$ cat src/rtl/ahbl_arbiter.sv
// ---------------------------------------------------------------------------
// ahbl_arbiter : AHB-lite N:1 arbiter.
// Merges N_PORTS upstream masters onto one downstream slave port. A master
// that loses arbitration has its address phase buffered and is stalled (its
// hready_resp low) until the buffered transfer is issued downstream.
// Exclusive-access sideband (hexcl/hmaster/hexokay) is forwarded.
//
// Build option: define AHBL_ARBITER_ROUND_ROBIN_EN to make the unlocked grant
// round-robin (search starts after the last granted port). Without it the
// lowest-index requesting port wins.
//
// Handshake: an address phase is accepted downstream on a rising clk edge
// where dst_htrans=NONSEQ and dst_hready_resp=1; the data phase of that
// transfer completes on the next edge with dst_hready_resp=1. Upstream port i
// sees src_hready_resp[i], which is the downstream ready while it owns the
// data phase, 0 while its address phase sits in the buffer, and 1 otherwise.
// ---------------------------------------------------------------------------
module ahbl_arbiter #(
    parameter int N_PORTS = 2,
    parameter int W_ADDR  = 32,
    parameter int W_DATA  = 32
) (
    input  logic                        clk,
    input  logic                        rst_n,
    input  logic [N_PORTS-1:0]          src_hready,
    output logic [N_PORTS-1:0]          src_hready_resp,
    output logic [N_PORTS-1:0]          src_hresp,
    input  logic [N_PORTS*W_ADDR-1:0]   src_haddr,
    input  logic [N_PORTS-1:0]          src_hwrite,
    input  logic [N_PORTS*2-1:0]        src_htrans,
    input  logic [N_PORTS*3-1:0]        src_hsize,
    input  logic [N_PORTS*3-1:0]        src_hburst,
    input  logic [N_PORTS*4-1:0]        src_hprot,
    input  logic [N_PORTS-1:0]          src_hmastlock,
    input  logic [N_PORTS*W_DATA-1:0]   src_hwdata,
    output logic [N_PORTS*W_DATA-1:0]   src_hrdata,
    input  logic [N_PORTS-1:0]          src_hexcl,
    input  logic [N_PORTS*8-1:0]        src_hmaster,
    output logic [N_PORTS-1:0]          src_hexokay,
    output logic                        dst_hready,
    input  logic                        dst_hready_resp,
    input  logic                        dst_hresp,
    output logic [W_ADDR-1:0]           dst_haddr,
    output logic                        dst_hwrite,
    output logic [1:0]                  dst_htrans,
    output logic [2:0]                  dst_hsize,
    output logic [2:0]                  dst_hburst,
    output logic [3:0]                  dst_hprot,
    output logic                        dst_hmastlock,
    output logic                        dst_hexcl,
    output logic [7:0]                  dst_hmaster,
    output logic [W_DATA-1:0]           dst_hwdata,
    input  logic [W_DATA-1:0]           dst_hrdata,
    input  logic                        dst_hexokay
);

    localparam int         W_IDX         = (N_PORTS > 1) ? $clog2(N_PORTS) : 1;
    localparam logic [1:0] HTRANS_IDLE   = 2'b00;
    localparam logic [1:0] HTRANS_NONSEQ = 2'b10;
    localparam logic [2:0] HBURST_SINGLE = 3'b000;

    // Per-port address-phase buffers
    logic [N_PORTS-1:0] r_buf_valid;
    logic [W_ADDR-1:0]  r_buf_addr   [N_PORTS];
    logic               r_buf_write  [N_PORTS];
    logic [2:0]         r_buf_size   [N_PORTS];
    logic [3:0]         r_buf_prot   [N_PORTS];
    logic               r_buf_lock   [N_PORTS];
    logic               r_buf_excl   [N_PORTS];
    logic [7:0]         r_buf_master [N_PORTS];

    // Data-phase owner (one-hot) and bus lock state
    logic [N_PORTS-1:0] r_sel_d;
    logic               r_lock;
    logic [W_IDX-1:0]   r_lock_idx;

`ifdef AHBL_ARBITER_ROUND_ROBIN_EN
    logic [W_IDX-1:0]   r_rr_ptr;
`endif

    logic [N_PORTS-1:0] w_new_req;
    logic [N_PORTS-1:0] w_req;
    logic [N_PORTS-1:0] w_gnt;
    logic [N_PORTS-1:0] w_clear;
    logic [N_PORTS-1:0] w_capture;
    logic               w_any_gnt;
    logic [W_IDX-1:0]   w_gnt_idx;
    logic               w_accept;

    logic [W_ADDR-1:0]  w_a_addr;
    logic               w_a_write;
    logic [2:0]         w_a_size;
    logic [3:0]         w_a_prot;
    logic               w_a_lock;
    logic               w_a_excl;
    logic [7:0]         w_a_master;

    // Only htrans[1] and nothing of hburst carries meaning here.
    logic [N_PORTS-1:0] w_htrans_lo;
    logic               w_unused;

    // New request decode and combined request vector
    always_comb begin
        w_new_req   = '0;
        w_htrans_lo = '0;
        for (int i = 0; i < N_PORTS; i++) begin
            w_new_req[i]   = src_htrans[2*i+1] & src_hready[i];
            w_htrans_lo[i] = src_htrans[2*i];
        end
        w_req = r_buf_valid | w_new_req;
    end

    assign w_unused = ^{src_hburst, w_htrans_lo};

    // Grant selection: locked owner only, otherwise priority / round-robin
    always_comb begin
        int v_idx;
        v_idx     = 0;
        w_any_gnt = 1'b0;
        w_gnt_idx = '0;
        if (r_lock) begin
            if (w_req[r_lock_idx]) begin
                w_any_gnt = 1'b1;
                w_gnt_idx = r_lock_idx;
            end
        end else begin
`ifdef AHBL_ARBITER_ROUND_ROBIN_EN
            for (int k = 1; k <= N_PORTS; k++) begin
                v_idx = int'(r_rr_ptr) + k;
                if (v_idx >= N_PORTS) begin
                    v_idx = v_idx - N_PORTS;
                end
                if (!w_any_gnt && w_req[v_idx[W_IDX-1:0]]) begin
                    w_any_gnt = 1'b1;
                    w_gnt_idx = v_idx[W_IDX-1:0];
                end
            end
`else
            for (int i = N_PORTS - 1; i >= 0; i--) begin
                if (w_req[i]) begin
                    w_any_gnt = 1'b1;
                    w_gnt_idx = W_IDX'(i);
                end
            end
`endif
        end
        w_gnt = '0;
        if (w_any_gnt) begin
            w_gnt[w_gnt_idx] = 1'b1;
        end
    end

    assign w_accept  = dst_hready_resp & w_any_gnt;
    assign w_clear   = w_gnt & {N_PORTS{dst_hready_resp}};
    assign w_capture = w_new_req & ~w_clear;

    // Address-phase source for the granted port: buffer if held, else live
    always_comb begin
        w_a_addr   = '0;
        w_a_write  = 1'b0;
        w_a_size   = '0;
        w_a_prot   = '0;
        w_a_lock   = 1'b0;
        w_a_excl   = 1'b0;
        w_a_master = '0;
        for (int i = 0; i < N_PORTS; i++) begin
            if (w_any_gnt && (w_gnt_idx == W_IDX'(i))) begin
                if (r_buf_valid[i]) begin
                    w_a_addr   = r_buf_addr[i];
                    w_a_write  = r_buf_write[i];
                    w_a_size   = r_buf_size[i];
                    w_a_prot   = r_buf_prot[i];
                    w_a_lock   = r_buf_lock[i];
                    w_a_excl   = r_buf_excl[i];
                    w_a_master = r_buf_master[i];
                end else begin
                    w_a_addr   = src_haddr[i*W_ADDR +: W_ADDR];
                    w_a_write  = src_hwrite[i];
                    w_a_size   = src_hsize[i*3 +: 3];
                    w_a_prot   = src_hprot[i*4 +: 4];
                    w_a_lock   = src_hmastlock[i];
                    w_a_excl   = src_hexcl[i];
                    w_a_master = src_hmaster[i*8 +: 8];
                end
            end
        end
    end

    // Downstream address phase; SEQ and bursts collapse to single NONSEQ
    assign dst_htrans    = w_any_gnt ? HTRANS_NONSEQ : HTRANS_IDLE;
    assign dst_haddr     = w_a_addr;
    assign dst_hwrite    = w_a_write;
    assign dst_hsize     = w_a_size;
    assign dst_hburst    = HBURST_SINGLE;
    assign dst_hprot     = w_a_prot;
    assign dst_hmastlock = w_any_gnt & w_a_lock;
    assign dst_hexcl     = w_a_excl;
    assign dst_hmaster   = w_a_master;
    assign dst_hready    = dst_hready_resp;

    // Buffer capture of losing/stalled requests, release on grant
    always_ff @(posedge clk or negedge rst_n) begin
        if (!rst_n) begin
            r_buf_valid <= '0;
            for (int i = 0; i < N_PORTS; i++) begin
                r_buf_addr[i]   <= '0;
                r_buf_write[i]  <= 1'b0;
                r_buf_size[i]   <= '0;
                r_buf_prot[i]   <= '0;
                r_buf_lock[i]   <= 1'b0;
                r_buf_excl[i]   <= 1'b0;
                r_buf_master[i] <= '0;
            end
        end else begin
            r_buf_valid <= (r_buf_valid & ~w_clear) | w_capture;
            for (int i = 0; i < N_PORTS; i++) begin
                if (w_capture[i]) begin
                    r_buf_addr[i]   <= src_haddr[i*W_ADDR +: W_ADDR];
                    r_buf_write[i]  <= src_hwrite[i];
                    r_buf_size[i]   <= src_hsize[i*3 +: 3];
                    r_buf_prot[i]   <= src_hprot[i*4 +: 4];
                    r_buf_lock[i]   <= src_hmastlock[i];
                    r_buf_excl[i]   <= src_hexcl[i];
                    r_buf_master[i] <= src_hmaster[i*8 +: 8];
                end
            end
        end
    end

    // Data-phase owner follows the grant whenever the slave is ready
    always_ff @(posedge clk or negedge rst_n) begin
        if (!rst_n) begin
            r_sel_d <= '0;
        end else if (dst_hready_resp) begin
            r_sel_d <= w_gnt;
        end
    end

    // Lock tracks hmastlock of every accepted address phase; while set only
    // the owner can be granted, so the owner's unlocked transfer releases it
    always_ff @(posedge clk or negedge rst_n) begin
        if (!rst_n) begin
            r_lock     <= 1'b0;
            r_lock_idx <= '0;
        end else if (w_accept) begin
            r_lock     <= w_a_lock;
            r_lock_idx <= w_gnt_idx;
        end
    end

`ifdef AHBL_ARBITER_ROUND_ROBIN_EN
    // Round-robin pointer: last granted port, starts so port 0 wins first
    always_ff @(posedge clk or negedge rst_n) begin
        if (!rst_n) begin
            r_rr_ptr <= W_IDX'(N_PORTS - 1);
        end else if (w_accept) begin
            r_rr_ptr <= w_gnt_idx;
        end
    end
`endif

    // Upstream responses: owner sees the slave, buffered port is stalled
    assign src_hready_resp = (r_sel_d & {N_PORTS{dst_hready_resp}}) | (~r_sel_d & ~r_buf_valid);
    assign src_hresp       = r_sel_d & {N_PORTS{dst_hresp}};
    assign src_hexokay     = r_sel_d & {N_PORTS{dst_hexokay}};
    assign src_hrdata      = {N_PORTS{dst_hrdata}};

    // Write data comes from the data-phase owner
    always_comb begin
        dst_hwdata = '0;
        for (int i = 0; i < N_PORTS; i++) begin
            if (r_sel_d[i]) begin
                dst_hwdata = dst_hwdata | src_hwdata[i*W_DATA +: W_DATA];
            end
        end
    end

endmodule

$ cat config.mk
export PLATFORM = sky130hd
export DESIGN_NAME = ahbl_arbiter
export DESIGN_NICKNAME = d
export VERILOG_FILES = /design/src/rtl/ahbl_arbiter.sv
export SDC_FILE = /design/constraint.sdc
export NUM_CORES = 1
export LEC_CHECK = 0
export BUFFER_PORTS_ARGS = -buffer_cell sky130_fd_sc_hd__buf_2
export CELL_PAD_IN_SITES_DETAIL_PLACEMENT = 1
export CELL_PAD_IN_SITES_GLOBAL_PLACEMENT = 1
export CORE_ASPECT_RATIO = 0.8
export CORE_MARGIN = 2
export CORE_UTILIZATION = 33
export DETAILED_ROUTE_END_ITERATION = 6
export PLACE_DENSITY = 0.89
export SLEW_MARGIN = 5
export SYNTH_ARGS = -nofsm -noshare
export SYNTH_HDL_FRONTEND = slang
export SYNTH_SLANG_ARGS = --single-unit
export TNS_END_PERCENT = 20
$ cat constraint.sdc
create_clock -name clk -period 2.11 [get_ports clk]
set_clock_uncertainty 0.05 [all_clocks]
set_input_delay 0.3165 -clock clk [delete_from_list [all_inputs] [get_ports clk]]
set_output_delay 0.3165 -clock clk [all_outputs]
set_load 0.01 [all_outputs]
==> results.env <==
VIOLATIONS='setup timing'
FLOW.AREA_GROWTH_FROM_SYNTHESIS_PCT=34.50
PATH_CLK_SLEW_PS=90
TIMING.HOLD.WORST.CLASS='in2reg'
IO_PINS=371
DRT-VIAS-PER-INSTANCE=5.163
CLKLATENCYLATEPIN_PS=350
WORSTPATHBUFFERINVERTERCOUNT=3
REGISTER_BIT_COUNT_REPORTED_BY_YOSYS=106
TIMING.FMAX_GHz=0.4357
HOLD-WORST-SLACK_PS=128.1
SETUP_TOTAL_NEGATIVE_SLACK_PS=-5895
DRTANTENNAVIOLNETS=0
FINALSETUPVIOLCOUNT=51
PORT_BUFFERS=262
LAYOUT.CELLS.MOST_COMMON='buf_2'
GRT_UTIL_MET1=0.2554
WORST_SLACK_PS=-185.4
HPWL_DP_UM=15960
H_TREE_DEPTH=3
SYNTH_SEQ_AREA_SHARE=0.4206
CRITPATHSLOWESTCELL='dfrtp_4'
FLOORPLAN.INITIALDENSITY=0.3344
WORST-PATH-MAX-FANOUT=9
GROUTE.USAGE.OVERALL=0.2173
FIN_CELLS=1010
DRTITER0DRC=166
TIMING.FINAL.CRIT_SHARE=1.088
GRT_MOST_USED_LAYER='met2'
FINALCOREUTILIZATION=0.4498
RSZ0062_AT_GRT='true'
CLOCK-ROOT-BUFFER='clkbuf_16'
MAX-VDD-IR-DROP_V=0.0005576
LAYOUT.CELLS.MOST_COMMON_LIST='258 x buf_2, 104 x dfrtp_1, 98 x mux2i_1'
CRIT_PATH_MAX_CELL_DELAY_PS=520
OUTCOME='complete, but fails checks'
SYNTH_AREA_LEADERS='dfrtp_1 42%, mux2_1 18%, mux2i_1 16%, buf_4 8.9%, o22ai_1 4.9%'
GR-TOTAL-OVERFLOW=0
DRIVE_GT1_FRAC=0.4846
CHIPHEIGHT_UM=127.7
MET3_DEMAND_TO_CAPACITY_SHARE_IN_GLOBAL_ROUTING=0.06660
CORE_REGION_AREA_MM2=0.01886
GLOBAL_ROUTE.USAGE.MET2=0.3766
STATIC-LEAKAGE-POWER_nW=4.193
POST-PLACE-CELLS=967
YOSYSTOPAREACELL='dfrtp_1'
MAXIMUM_CLOCK_PATH_BUFFER_COUNT=2
CRIT_FAMILY='flip-flops'
DR.PASS1.ITERS=4
SYNTHDOMINANTCELLAREASHARE=0.4206
AVGSYNTHCELLAREA_UM2=11.83
ENDPOINT_KIND='primary output'
HOLD_VIOL_FINAL=0
DRT_WL_TOTAL_UM=23040
LAYOUT.NETS=957
YS_TYPES=27
TIMING.FINAL.CRIT_PERIOD_PS=2295
MAXCAPVIOLATIONS=0
GRT_MAX_DEGREE=44
DIE-AREA_MM2=0.02024
P_PER_AREA_mW_PER_MM2=1499
VIAS=5215
PLACE_CONGESTION=0.7839
CTS_BUF_COUNT=9
FIRST_GLOBAL_VIAS=5661
SYNTHCELLS=533
SYNTHESIS.YOSYS.WARNINGS=0
PLACEMENT_ROWS=45
CP_CELL_SEQUENCE='a21o_1, and2_4, o21ai_4, buf_12, clkbuf_16, o22ai_1, buf_2'
CRITICAL_PATH_ARRIVAL_PS=1930
SYNTH.CELL_AREA_MM2=0.006307
DIE-WIDTH_UM=158.6
GRT_FIRST_PASS_WIRELENGTH_UM=32860
WL_PER_CELL_UM=22.81
CRITICAL_PATH.STARTPOINT_TYPE='flip-flop'
CLOCK_SINKS=106
FINALMAXSLEWVIOLATIONS=0
CRITICAL_SETUP_PATH_KIND='reg2out'
CTS_TREE='built'
REQUIRED_PS=1740
REMAINING_DRC_ERRORS=0
NUMBER_OF_ANTENNA_VIOLATIONS_AT_THE_FIRST_CHECK_IN_GLOBAL_ROUTING=3
report_power, final:
group          internal, mW  switching, mW
Clock                 0.877          0.882
Combinational          3.78           4.00
Sequential             2.77          0.414
final cells by class:
class | count | area [um2]
Tap cell | 258 | 322.8
Clock buffer | 10 | 239.0
Clock inverter | 6 | 65.06
Timing Repair Buffer | 308 | 2021
Inverter | 1 | 3.754
Antenna cell | 3 | 7.507
Multi-Input combinational cell | 318 | 3164
Sequential cell | 106 | 2660
Fill cell | 2093 | 10380
cell families (layout without fill, tap and decap cells):
logic type	after synthesis	in the layout	synth area share
simple gates	15	15	0.01171
mux	202	202	0.3418
flops	106	106	0.4206
other cells	1	7	0.0005945
compound gates	97	97	0.1115
buf+inv	112	325	0.1139
path summary, 6_finish.rpt:
path | cells past startpoint | end | start | slack, ps
max | 7 | dst_hprot[2] | r_buf_valid[1]$_DFF_PN0_ | -190
min | 2 | r_buf_size[0]$_DFFE_PN0P_ | src_hsize[3] | 130
max reg2reg | 6 | r_lock$_DFFE_PN0P_ | r_buf_valid[0]$_DFF_PN0_ | 20
min reg2reg | 1 | r_buf_addr[21]$_DFFE_PN0P_ | r_buf_addr[21]$_DFFE_PN0P_ | 440
max in group asynchronous | 3 | r_buf_addr[13]$_DFFE_PN0P_ | rst_n | 980
min in group asynchronous | 2 | r_buf_size[4]$_DFFE_PN0P_ | rst_n | 400
repair_timing:
action | 4_1_cts | 5_1_grt
gates cloned | 5 | 3
hold buffers | 1 | 0
buffers inserted | 9 | 6
pin swaps | 3 | 11
endpoints found under the hold margin | 27 | 0
resized for setup | 21 | 29
endpoints found under the setup margin | 60 | 57
state kept, by name (all words and copies together) (netlist names):
register / cells
r_lock: 1
r_buf_master: 16
r_lock_idx: 1
r_buf_write: 2
r_buf_valid: 2
r_buf_excl: 2
r_sel_d: 2
r_buf_prot: 8
r_buf_size: 6
r_buf_lock: 2
r_buf_addr: 64
synthesized netlist by cell type:
cell type and number:
a21o_1 2, nand2_1 6, a22o_1 33, mux2i_1 98, mux2_1 101, nand2b_1 1
dfrtp_1 106, a21oi_2 3, buf_4 75, o21ai_1 4, inv_1 1, conb_1 1
buf_6 1, clkbuf_1 25, mux2_4 1, buf_2 7, o211ai_2 1, o22ai_1 49
buf_1 3, nor2_1 2, a21oi_1 2, or3_1 1, a31oi_1 1, a32o_1 1
mux2_2 2, a21boi_1 1, and2_1 5
stage by stage:
stage | area (um2) | setup WS [ps] | power [mW]
floorplan | 6319 | 258.5 | 6.944
finish | 8483 | -185.4 | 12.72
global placement | 7567 | 80.24 | 9.208
CTS | 8209 | -197.5 | 12.13
detailed placement | 7567 | -18.43 | 9.420
global route | 8481 | -236.1 | 13.43
worst reg2reg max path: stages (launching register included):
cell and delay [ps]:
dfrtp_4 520, mux2_4 320, or3_4 330, a32o_2 270, buf_4 140, buf_4 120, a22o_1 230
metal layers:
layer	vias up	wire length, um
li1	2328	-
met1	2638	9177
met2	208	11810
met3	41	1637
met4	0	408
met5	-	0
Power figures use the tool's default switching activity.
